## src/rtl/prom_ctrl_pkg.sv

```systemverilog
// Shared types and constants for the PROM lookup scheduler.
package prom_ctrl_pkg;

    localparam int unsigned PROM_AW = 9;

    typedef enum logic [1:0] {
        IDLE  = 2'd0,
        SWEEP = 2'd1,
        DONE  = 2'd2
    } sched_state_t;

    typedef logic [PROM_AW-1:0] prom_addr_t;

    localparam prom_addr_t SWEEP_LAST = '1;

endpackage

```

## src/rtl/prom_bit_fn.sv

```systemverilog
// Combinational 9-input, 1-output PROM bit function.
//   addr : PROM address (bits 6 and 8 do not affect the result)
//   y_c  : PROM bit at addr
module prom_bit_fn
    import prom_ctrl_pkg::*;
(
    input  prom_addr_t addr,
    output logic       y_c
);

    // Bits 6 and 8 are don't-care inputs of this function.
    logic unused_bits;
    assign unused_bits = ^{addr[6], addr[8]};

    // x0 set: one only when x1..x3 are all zero; x0 clear: one when any of x1..x5,x7 is set.
    assign y_c = addr[0] ? ~|addr[3:1] : |{addr[7], addr[5:1]};

endmodule

```

## src/rtl/prom_lookup_sched.sv

```systemverilog
// Round-robin shared access to one PROM bit function, plus a full-address
// self-sweep that counts ones for signature checking.
//   clk, rst_n   : clock, asynchronous active-low reset
//   req_valid    : per-requester lookup request
//   req_addr     : per-requester address, slice i = [9*i+8:9*i]
//   req_ready    : one-hot grant (combinational), accept = valid & ready
//   resp_valid   : one-hot response pulse, one cycle after accept
//   resp_data    : PROM bit for the flagged response
//   sweep_start  : pulse to start a 512-address sweep from IDLE
//   sweep_busy   : high while sweeping
//   sweep_done   : one-cycle pulse at sweep completion
//   ones_count   : ones counted in the last sweep
module prom_lookup_sched
    import prom_ctrl_pkg::*;
#(
    parameter int unsigned NREQ = 4,
    parameter int unsigned CW   = 10
) (
    input  logic                    clk,
    input  logic                    rst_n,
    input  logic [NREQ-1:0]         req_valid,
    input  logic [NREQ*PROM_AW-1:0] req_addr,
    output logic [NREQ-1:0]         req_ready,
    output logic [NREQ-1:0]         resp_valid,
    output logic                    resp_data,
    input  logic                    sweep_start,
    output logic                    sweep_busy,
    output logic                    sweep_done,
    output logic [CW-1:0]           ones_count
);

    localparam int unsigned PW = (NREQ > 1) ? $clog2(NREQ) : 1;

    sched_state_t    state_q, state_d;
    logic [PW-1:0]   ptr_q, ptr_d;
    prom_addr_t      sweep_addr_q, sweep_addr_d;
    logic [CW-1:0]   ones_q, ones_d;
    logic [NREQ-1:0] resp_valid_q, resp_valid_d;
    logic            resp_data_q, resp_data_d;

    logic            grant_en_c;
    logic            gnt_found_c;
    logic [PW-1:0]   gnt_idx_c;
    logic [NREQ-1:0] gnt_c;
    prom_addr_t      gnt_addr_c;
    prom_addr_t      prom_in_c;
    logic            prom_y_c;

    // Grants only in IDLE, out of reset, and never in the cycle a sweep is requested.
    assign grant_en_c = rst_n && (state_q == IDLE) && !sweep_start;

    // Round-robin pick: first pass looks at or after the pointer, second pass wraps.
    always_comb begin
        gnt_found_c = 1'b0;
        gnt_idx_c   = '0;
        gnt_c       = '0;
        gnt_addr_c  = '0;
        if (grant_en_c) begin
            for (int i = 0; i < int'(NREQ); i++) begin
                if (!gnt_found_c && req_valid[i] && (PW'(i) >= ptr_q)) begin
                    gnt_found_c = 1'b1;
                    gnt_idx_c   = PW'(i);
                    gnt_addr_c  = req_addr[i*PROM_AW +: PROM_AW];
                end
            end
            for (int i = 0; i < int'(NREQ); i++) begin
                if (!gnt_found_c && req_valid[i]) begin
                    gnt_found_c = 1'b1;
                    gnt_idx_c   = PW'(i);
                    gnt_addr_c  = req_addr[i*PROM_AW +: PROM_AW];
                end
            end
            if (gnt_found_c) begin
                gnt_c[gnt_idx_c] = 1'b1;
            end
        end
    end

    // Single function instance shared between the sweep walker and the granted requester.
    assign prom_in_c = (state_q == SWEEP) ? sweep_addr_q : gnt_addr_c;

    prom_bit_fn u_prom_bit_fn (
        .addr (prom_in_c),
        .y_c  (prom_y_c)
    );

    // Next-state, pointer, sweep and response logic.
    always_comb begin
        state_d      = state_q;
        ptr_d        = ptr_q;
        sweep_addr_d = sweep_addr_q;
        ones_d       = ones_q;
        resp_valid_d = '0;
        resp_data_d  = 1'b0;
        case (state_q)
            IDLE: begin
                if (sweep_start) begin
                    state_d      = SWEEP;
                    sweep_addr_d = '0;
                    ones_d       = '0;
                end else if (gnt_found_c) begin
                    ptr_d        = (32'(gnt_idx_c) == NREQ - 1) ? '0 : gnt_idx_c + PW'(1);
                    resp_valid_d = gnt_c;
                    resp_data_d  = prom_y_c;
                end
            end
            SWEEP: begin
                ones_d       = ones_q + CW'(prom_y_c);
                sweep_addr_d = sweep_addr_q + prom_addr_t'(1);
                if (sweep_addr_q == SWEEP_LAST) begin
                    state_d = DONE;
                end
            end
            DONE: begin
                state_d = IDLE;
            end
            default: begin
                state_d = IDLE;
            end
        endcase
    end

    always_ff @(posedge clk or negedge rst_n) begin
        if (!rst_n) begin
            state_q      <= IDLE;
            ptr_q        <= '0;
            sweep_addr_q <= '0;
            ones_q       <= '0;
            resp_valid_q <= '0;
            resp_data_q  <= 1'b0;
        end else begin
            state_q      <= state_d;
            ptr_q        <= ptr_d;
            sweep_addr_q <= sweep_addr_d;
            ones_q       <= ones_d;
            resp_valid_q <= resp_valid_d;
            resp_data_q  <= resp_data_d;
        end
    end

    assign req_ready  = gnt_c;
    assign resp_valid = resp_valid_q;
    assign resp_data  = resp_data_q;
    assign sweep_busy = (state_q == SWEEP);
    assign sweep_done = (state_q == DONE);
    assign ones_count = ones_q;

endmodule
```

## config.mk

```make
export PLATFORM = sky130hd
export DESIGN_NAME = prom_lookup_sched
export DESIGN_NICKNAME = d
export VERILOG_FILES = /design/src/rtl/prom_ctrl_pkg.sv /design/src/rtl/prom_bit_fn.sv /design/src/rtl/prom_lookup_sched.sv
export SDC_FILE = /design/constraint.sdc
export NUM_CORES = 1
export LEC_CHECK = 0
export ABC_CLOCK_PERIOD_IN_PS = 8900
export CORE_ASPECT_RATIO = 0.6
export CORE_MARGIN = 4
export CORE_UTILIZATION = 49
export DETAILED_ROUTE_END_ITERATION = 8
export HOLD_SLACK_MARGIN = 0.05
export PLACE_DENSITY = 0.95
export SLEW_MARGIN = 20
export SYNTH_ARGS = -nofsm -noshare
export SYNTH_HDL_FRONTEND = slang
export SYNTH_SLANG_ARGS = --single-unit
export TNS_END_PERCENT = 50
```

## constraint.sdc

```tcl
create_clock -name clk -period 8.9 [get_ports clk]
set_input_delay 1.78 -clock clk [delete_from_list [all_inputs] [get_ports clk]]
set_output_delay 1.78 -clock clk [all_outputs]
set_load 0.01 [all_outputs]
```

After elaboration in Yosys (flattened, before gate mapping). Index checks and enable logic that the tools add are counted.

Register bits after elaboration: 28. Input bits: 43. Output and inout bits: 21.

$add $sub $neg: 3. Order comparisons: 6. Eq/ne operators: 6. Mux-type cells: 55. Bitwise logic cells: 1. Reduce and logical (&&, ||, !) cells: 30.

Operators by type and width (number): 8-bit 2-to-1 mux (10); 1-bit 2-to-1 mux (23); 2-bit 2-to-1 mux (11); 4-bit 2-to-1 mux (5); 10-bit case mux with 2 select lines (1); 9-bit case mux with 2 select lines (1); 1-bit logical AND (14); 10-bit by 1-bit adder with 10-bit output (1); 10-bit 2-to-1 mux (1); 9-bit by 1-bit adder with 9-bit output, second input constant (1); 9-bit == test, second input constant (1); 1-bit logical NOT (9); 9-bit 2-to-1 mux (1); 6-bit OR reduction (1); 2-bit == test, second input constant (2); 1-bit by 2-bit >= comparator with 1-bit output, first input constant (2); 2-bit >= comparator, first input constant (2); 2-bit case mux with 2 select lines (1); 2-bit AND reduction (2); 2-bit by 3-bit less-than comparator with 1-bit output, second input constant (1); 3-bit AND reduction (1); 3-bit OR reduction (1); 2-bit by 1-bit adder with 2-bit output, second input constant (1); 1-bit demux with 2-bit select (1); other kinds (7) (7).

Depth between registers and ports, before layout.
Word-level depth: 44. Mapped depth: 16. Gate-level depth less buffers: 15.

Modules after synthesis. Synthesis repeated with hierarchy kept, for this count alone.

Cells, all modules: 269. Area total of the unflattened synthesis: 2199.6 um^2.

By module, submodules not included: prom_lookup_sched (instances 1, cells each 266, area each 2167.1 um^2, seq. area each 700.7 um^2); prom_bit_fn (instances 1, cells each 3, area each 32.5 um^2, seq. area each 0.0 um^2).

Worst setup path after synthesis. Ideal clock, no wire load.

Kind: input to output. Start point: input port sweep_start. End point: output port req_ready[3]. Arrival time: 2.972 ns. Setup slack: 4.148 ns. Stages: 4. Cells stage by stage: or4b_1 > a21o_1 > nand2b_1 > nor3_1.

Word-level cells in the longest chain between the ends: 3.

Ends and longest elaborated chain: from (decl) (line prom_lookup_sched.sv:26) `input logic sweep_start,`; 1-bit logical NOT (line prom_lookup_sched.sv:50) `assign grant_en_c = rst_n && (state_q == IDLE) && !sweep_start;`; 1-bit logical AND (line prom_lookup_sched.sv:50); 4-bit 2-to-1 mux (line prom_lookup_sched.sv:58) `if (grant_en_c) begin`; to (decl) (line prom_lookup_sched.sv:23) `output logic [NREQ-1:0] req_ready,`.

Every way passes these cells.

Worst setup path after layout.
Start point: input port rst_n. End point: output port req_ready[3].

Word-level cells in the longest chain between the ends: 3.

Ends and longest elaborated chain: from (decl) (line prom_lookup_sched.sv:20) `input logic rst_n,`; 1-bit logical AND (2 in series) (line prom_lookup_sched.sv:50); 4-bit 2-to-1 mux (line prom_lookup_sched.sv:58).

Every way passes these cells.

==> qor.csv <==
metric,value,unit
routed wire length,5520,um
Synth async-reset ratio,1.00,
syn avg cell area,8.69,sq um
fmax,0.163,GHz
kind of end point of the critical path,output pin,
Die H,55.4,um
WL/cell,17.8,um
Worst-Margin Slew,0.728,ns
Post-route DRC,1,
First-pass DRT Iterations,7,
Hold Crit Depth,1,
H-tree depth,1,
clk sinks,28,
final core area utilization,0.728,
CP cell instances,clkdlybuf4s50_1 > buf_4 > or4b_1 > a21o_1 > nand2b_1 > nor3_1 > clkdlybuf4s50_1,
cell with the most instances after synthesis,dfrtp_1,
HP Class,reg2reg,
CTS resizes,0,
TritonCTS clock tree,yes,
final setup fails,0,
DP Area,0.00242,sq mm
GRT Overall Usage,0.230,
CP required,7.12,ns
dominant cell type by area after synthesis,dfrtp_1,
Core ar.,0.00342,sq mm
MaxCap Viol Count,0,
antenna cells,0,
r2r endpoint,ones_count[8],
number of global-route vias before repair,1816,
setup ws final,2.77,ns
unrepaired setup endpoints after global routing,no,
total grt overflow,0,
Syn Nets,258,
Slew Limit Fails,0,
Synth cell types,57,
Syn-to-layout area delta,35.9,%
R2R Setup Slk,5.30,ns
Synth area leaders,"dfrtp_1 (38%), o21ai_0 (6.3%), nor2_1 (3.9%), nand2_1 (3.3%), a22o_1 (2.9%)",
Final Hold Viols,0,
leakage,1.03,nW
Initial Util,0.535,
"Clk pin slew, worst setup/hold paths",0.10,ns
Syn. warnings,0,
Post-synth EDFFs,0,
synthesized flop and latch total,28,
Mapped Area,0.00183,sq mm
Syn Inst Count,211,
non-filler instance count after layout,310,
vias,1921,
power consumption,0.459,mW
WP buf/inv,3,
Max Root-Sink Buffers,2,
CP Data Arrival Time,4.35,ns
first-pass GRT wire length,9010,um
Final period util,0.689,
Post-CTS Setup Bufs,0,
delay of the slowest critical-path stage,0.58,ns
headroom to the max-slew limit,0.514,
Root Driver,clkbuf_8,
ys flop type,dfrtp_1,
crit-path max FO,29,
cell area after layout,0.00249,sq mm
placed instance count,306,
nets,313,
TritonCTS buffer count,3,
Worst setup SP type,input port,
initial drt markers,287,
Clock Latency Late Sink,0.28,ns
filler cell count in the final layout,232,
# rows,16,
Levels on crit path,7,
pin count of the biggest net entering global routing,30,
R2R cell count,13,
setup TNS,0,ns
remaining antenna violation count after routing,0,
kind of critical path,in2out,
r2r startpoint,ptr_q[0],
power per cell area,184,mW/mm^2
Via density,6.20,
CTS Hold Bufs,0,
post-synth top area share,0.382,
Hold WS,0.515,ns
Synth top cells by count,"dfrtp_1 (28), o21ai_0 (23), nor2_1 (19), nand2_1 (16), a21oi_1 (9)",
failing checks,design-rule violations,
sequential fraction of the synthesis area,0.382,
Top delay family on crit path,buffers and inverters,
PortBufs,55,
dpl ws,2.79,ns
run status,"finished, violations left",
share of layout cells above drive strength 1,0.0717,
Tmin final,6.13,ns
initial antenna violation count,0,
slowest CP cell,or4b_1,
maximum VDD drop,0.000122,V
HPWL Detailed,4220,um
die area,0.00482,sq mm
Worst Hold Endpoint,ones_count[7],
die width,87.0,um
cell repeated most along the worst path,clkdlybuf4s50_1,
RePlAce Congestion,0.945,
Layout Skew,0.0122,ns
hold_sp,ones_count[7],
I/O pins,64,
## worst max-delay path by stage
| stage | endpoint | slack, ns | startpoint |
|---|---|---|---|
| after floorplan | req_ready[3] | 4.15 | sweep_start |
| after global placement | req_ready[3] | 2.80 | rst_n |
| after detailed placement | req_ready[3] | 2.79 | rst_n |
| after CTS | req_ready[3] | 2.77 | rst_n |
| after global routing | req_ready[3] | 2.62 | rst_n |
| final | req_ready[3] | 2.77 | rst_n |
## power by group
| part | switching [mW] | leakage, nW | internal, mW |
|---|---|---|---|
| Clock | 0.0409 | 0.0357 | 0.0603 |
| Combinational | 0.0730 | 0.636 | 0.0824 |
| Sequential | 0.0434 | 0.360 | 0.159 |
## routing by layer
layer / wire (um) / GRT usage / vias to the layer above
met5: 0 / 0 / -
met4: 64 / 0.0333 / 0
met3: 614 / 0.0817 / 17
met2: 2480 / 0.344 / 113
met1: 2360 / 0.326 / 894
li1: - / - / 897
## layout make-up
cell class / count / area (sq um) / area share
inverter: 6 / 22.5 / 0.00904
sequential: 28 / 701 / 0.281
multi-input combinational: 170 / 1070 / 0.431
clock inverter: 1 / 30.0 / 0.0121
tap: 45 / 56.3 / 0.0226
timing repair buffer: 57 / 566 / 0.227
clock buffer: 3 / 41.3 / 0.0166
## kinds of logic after synthesis
| kind of cell | Yosys count | synth area share |
|---|---|---|
| AND/OR/NAND/NOR | 88 | 0.257 |
| flip-flops | 28 | 0.382 |
| buffers and inverters | 13 | 0.0314 |
| adder cells (fa/ha/maj) | 4 | 0.0273 |
| multiplexers | 3 | 0.0184 |
| XOR/XNOR | 1 | 0.00478 |
| AO/OA/AOI/OAI | 74 | 0.279 |
## cell usage in the layout (no fill, tap or decap), types with 4 or more instances in the layout
cell type	instances
nand2b_1	6
a21o_1	4
o21ai_0	23
nand2_1	16
and3_1	8
nor2b_1	4
nand3_1	6
nor2_1	19
a21oi_1	9
nor3_1	6
clkdlybuf4s50_1	55
ha_1	4
or3_1	4
a22o_1	6
inv_1	6
dfrtp_1	28
## flip-flops by register name, indices dropped and copies added, names as in the netlist
signal        flops
state_q           2
resp_valid        4
sweep_addr_q      9
ptr_q             2
ones_count       10
resp_data         1
Power figures use the tool's default switching activity.
==> variant 1: new RTL, same settings <==
Encoding of `sched_state_t`: now one-hot (3 bits for 3 states).
--- a/src/rtl/prom_ctrl_pkg.sv
+++ b/src/rtl/prom_ctrl_pkg.sv
@@ -4,8 +4,8 @@
     localparam int unsigned PROM_AW = 9;
 
-    typedef enum logic [1:0] {
-        IDLE  = 2'd0,
-        SWEEP = 2'd1,
-        DONE  = 2'd2
+    typedef enum logic [2:0] {
+        IDLE  = 3'b001,
+        SWEEP = 3'b010,
+        DONE  = 3'b100
     } sched_state_t;
 
Behaviour: same outputs for any inputs over 10 cycles, from zero or initial values and one cycle with rst_n low; not proved beyond that.
==> variant 1 against the original RTL <==
Sequential cell count rose by 1; die area fell by 2.8%; first-iteration DRC count down 23%; utilization down 0.75 points; via count fell by 2.4%; register-to-register slack gained 0.24 ns; critical path depth unchanged; worst setup slack improved by 0.046 ns; synthesized cell count shrank 1.4%; final area is 2.8% lower; wire length is 10% lower; synthesized area fell by 3.2%; critical endpoint is now req_ready[2].
Power is not compared: it rests on default switching activity, and its combinational part moved more than twofold at a synthesized area within 25%.
==> variant 1: results (changes against the original RTL) <==
Run status
  – Outcome: completed (was complete, but fails checks)

Setup path
  – Max Fanout on Critical Path: 30 (was 29)
  – CP peak stage delay: 0.56 ns (was 0.58 ns)

Clock network
  – Num CTS Buffers: 5 (was 3)
  – Depth of the CTS H-tree: 2 (was 1)
  – Clock Pin Slew Worst Setup and Hold Paths: 0.06 ns (was 0.10 ns)

Routing
  – Metal3 WL: 561 um (was 614 um)
  – Avg WL per Cell: 16.20 um (was 17.79 um)
  – Drt first pass iters: 5 (was 7)
  – Initial DRC Count: 220 (was 287)
  – Vias: 1,874 (was 1,921)
  – Routed wl met2: 2188 um (was 2479 um)

Yosys
  – Post-Syn Instances: 208 (was 211)
  – Synth cell types: 49 (was 57)
  – Top post-synthesis cells by area: dfrtp_1 (39%), nand3_1 (4.5%), nor2_1 (4.4%) (was dfrtp_1 (38%), o21ai_0 (6.3%), nor2_1 (3.9%))
  – Post-synthesis sequential area ratio: 40.97% (was 38.23%)

Finish
  – Layout cell share with drive strength beyond 1: 4.598% (was 7.170%)
  – Post-Layout Cell Count: 306 (was 310)
  – Fillers: 260 (was 232)

GRT
  – GR met2 Demand/Resource: 30.80% (was 34.38%)
  – Global Route met1 Usage: 32.10% (was 32.56%)
  – Number of global-route vias before repair: 1,636 (was 1,816)
  – Largest net degree at the start of global routing: 31 (was 30)
  – Met3 global-route usage: 6.617% (was 8.172%)

Place
  – Placed cell count: 299 (was 306)

Timing
  – Slew headroom: 45.90% (was 51.43%)
variant 1: cell types whose count changed after synthesis, sizes merged, moves of 3 or more:
cell / delta
o21ai: -8
a22o: -3
a31oi: +4
and3: -6
o21bai: -3
nand3: +10
or2: +5
nor2b: -4
mux2: -3
mux2i: +4
variant 1: power breakdown:
group | total (W) | internal (W) | leakage, nW | switching, W
clock | 0.000105 | 0.0000611 | 0.0443 | 0.0000443
sequential | 0.000132 | 0.000132 | 0.361 | 0
combinational | 0.0000352 | 0.0000195 | 0.555 | 0.0000157
total | 0.000273 | 0.000213 | 0.960 | 0.0000600
variant 1: cells by family (layout without fill, tap and decap cells):
logic type	count (synthesis)	in the layout	synth area share, %
AO/OA/AOI/OAI	61	61	21.86
XOR/XNOR	2	2	0.9875
flip-flops	29	29	40.97
adder cells (fa/ha/maj)	4	4	2.821
buffers and inverters	15	68	4.020
AND/OR/NAND/NOR	93	93	27.08
multiplexers	4	4	2.257
variant 1: cell type report:
type	instances	area [um2]	share of cell area, %
well taps	45	56.30	2.324
inverters	5	18.77	0.7748
repair buffers	56	558.0	23.04
multi-input cells	164	975.9	40.29
clock buffers	7	86.33	3.564
flip-flops and latches	29	726.9	30.01
variant 1: worst paths after layout:
check	endpoint	slack [ns]	from
max in group asynchronous	state_q[0]	6.72	rst_n
min	sweep_addr_q[8]	0.51	sweep_addr_q[8]
max reg2reg	ones_count[6]	5.54	ptr_q[1]
min in group asynchronous	sweep_addr_q[1]	1.88	rst_n
max	req_ready[2]	2.81	rst_n
min reg2reg	sweep_addr_q[8]	0.51	sweep_addr_q[8]
==> variant 2: new RTL, same settings <==
Without the edit above. The parameter `CW` goes from 10 to 12.
--- a/src/rtl/prom_lookup_sched.sv
+++ b/src/rtl/prom_lookup_sched.sv
@@ -15,5 +15,5 @@
 #(
     parameter int unsigned NREQ = 4,
-    parameter int unsigned CW   = 10
+    parameter int unsigned CW   = 12
 ) (
     input  logic                    clk,
Ports: changed (resized ones_count); port bits go from 64 to 66. The function was not compared with the original's and may differ.
==> variant 2 against the original RTL <==
Critical path depth shrank 2; final area grew 2.9%; total power is 10% higher; synthesized area up 2.1%; sequential cell count is 2 higher; count of clock-buffer cells in the layout up 3; first-iteration DRC count fell by 33%; wire length is 12% lower; worst setup slack gained 0.20 ns; critical endpoint is now req_ready[2]; largest cell class unchanged; largest power group unchanged.
==> variant 2: results (changes against the original RTL) <==
GRT
  – Total track usage: 20.06% (was 23.01%)
  – Number of global-route vias before repair: 1,602 (was 1,816)
  – First-pass GRT wire length: 7707 um (was 9011 um)

Setup path
  – Crit path DAT: 4.15 ns (was 4.35 ns)
  – CP peak stage delay: 0.62 ns (was 0.58 ns)
  – R2R Path Start: ptr_q[1] (was ptr_q[0])
  – Worst reg2reg setup slack: 5.19 ns (was 5.30 ns)
  – Max Fanout on Critical Path: 11 (was 29)
  – CP max stage cell: clkdlybuf4s50_1 (was or4b_1)

Yosys
  – XOR/XNOR Fraction of Synth Area: 0% (was 0.4778%)
  – Most common library cells after synthesis: dfrtp_1 (30), nand2_1 (25), o21ai_0 (16) (was dfrtp_1 (28), o21ai_0 (23), nor2_1 (19))
  – Syn nets: 257 (was 258)
  – Post-synthesis compound-gate area fraction: 22.19% (was 27.92%)
  – Post-Synth Adder-Cell Area: 2.674% (was 2.730%)
  – Top post-synthesis cells by area: dfrtp_1 (40%), nand2_1 (5.0%), o21ai_0 (4.3%) (was dfrtp_1 (38%), o21ai_0 (6.3%), nor2_1 (3.9%))
  – Post-Syn Instances: 210 (was 211)

Place
  – DP Wirelength: 3847 um (was 4218 um)
  – DP Area: 2467 um2 (was 2420 um2)

Pwr
  – Clk pwr: 0.000115 W (was 0.000101 W)
  – Sequential cell power: 0.000220 W (was 0.000203 W)
  – Sw frac: 34.60% (was 34.25%)
  – Comb. pwr: 0.000173 W (was 0.000155 W)
  – LEAKAGE: 1.054 nW (was 1.032 nW)

Finish
  – Post-Layout Cell Count: 315 (was 310)
  – Layout cell share with drive strength beyond 1: 7.463% (was 7.170%)
  – # nets final: 314 (was 313)
  – Fillers: 279 (was 232)
  – Max reg flops: 12 (was 10)

Hold path
  – Hold_sp: sweep_addr_q[6] (was ones_count[7])
  – Worst hold path endpoint: sweep_addr_q[6] (was ones_count[7])

Clock network
  – Num CTS Buffers: 5 (was 3)
  – Depth of the CTS H-tree: 2 (was 1)

Timing
  – Hold slack: 0.4947 ns (was 0.5147 ns)
  – Clock Skew: 0.007405 ns (was 0.01221 ns)

Run status
  – Outcome: completed (was complete, but fails checks)
-- variant 2: worst max path at each step --
stage	cells after the start	endpoint	slack, ns	startpoint
floorplan	4	req_ready[2]	4.25	req_valid[0]
global placement	5	req_ready[2]	3.02	req_valid[3]
detailed placement	7	req_ready[1]	2.95	rst_n
CTS	7	req_ready[1]	2.95	rst_n
global route	7	req_ready[1]	2.71	rst_n
finish	5	req_ready[2]	2.97	req_valid[3]
-- variant 2: metal layers --
metal  vias up  part of all wire, %  GRT usage [%]
li1        896                    -              -
met1       882                   48          31.75
met2        95                   42          26.72
met3         4                  9.8          5.769
met4         0                 0.72          3.939
met5         -                    0              0
-- variant 2: layout make-up --
class,count,share of cell area (%)
inverter,8,1.172
timing repair buffer,58,22.56
tap,47,2.295
clock inverter,2,0.4883
sequential,30,29.30
clock buffer,6,3.223
multi-input combinational,164,40.97
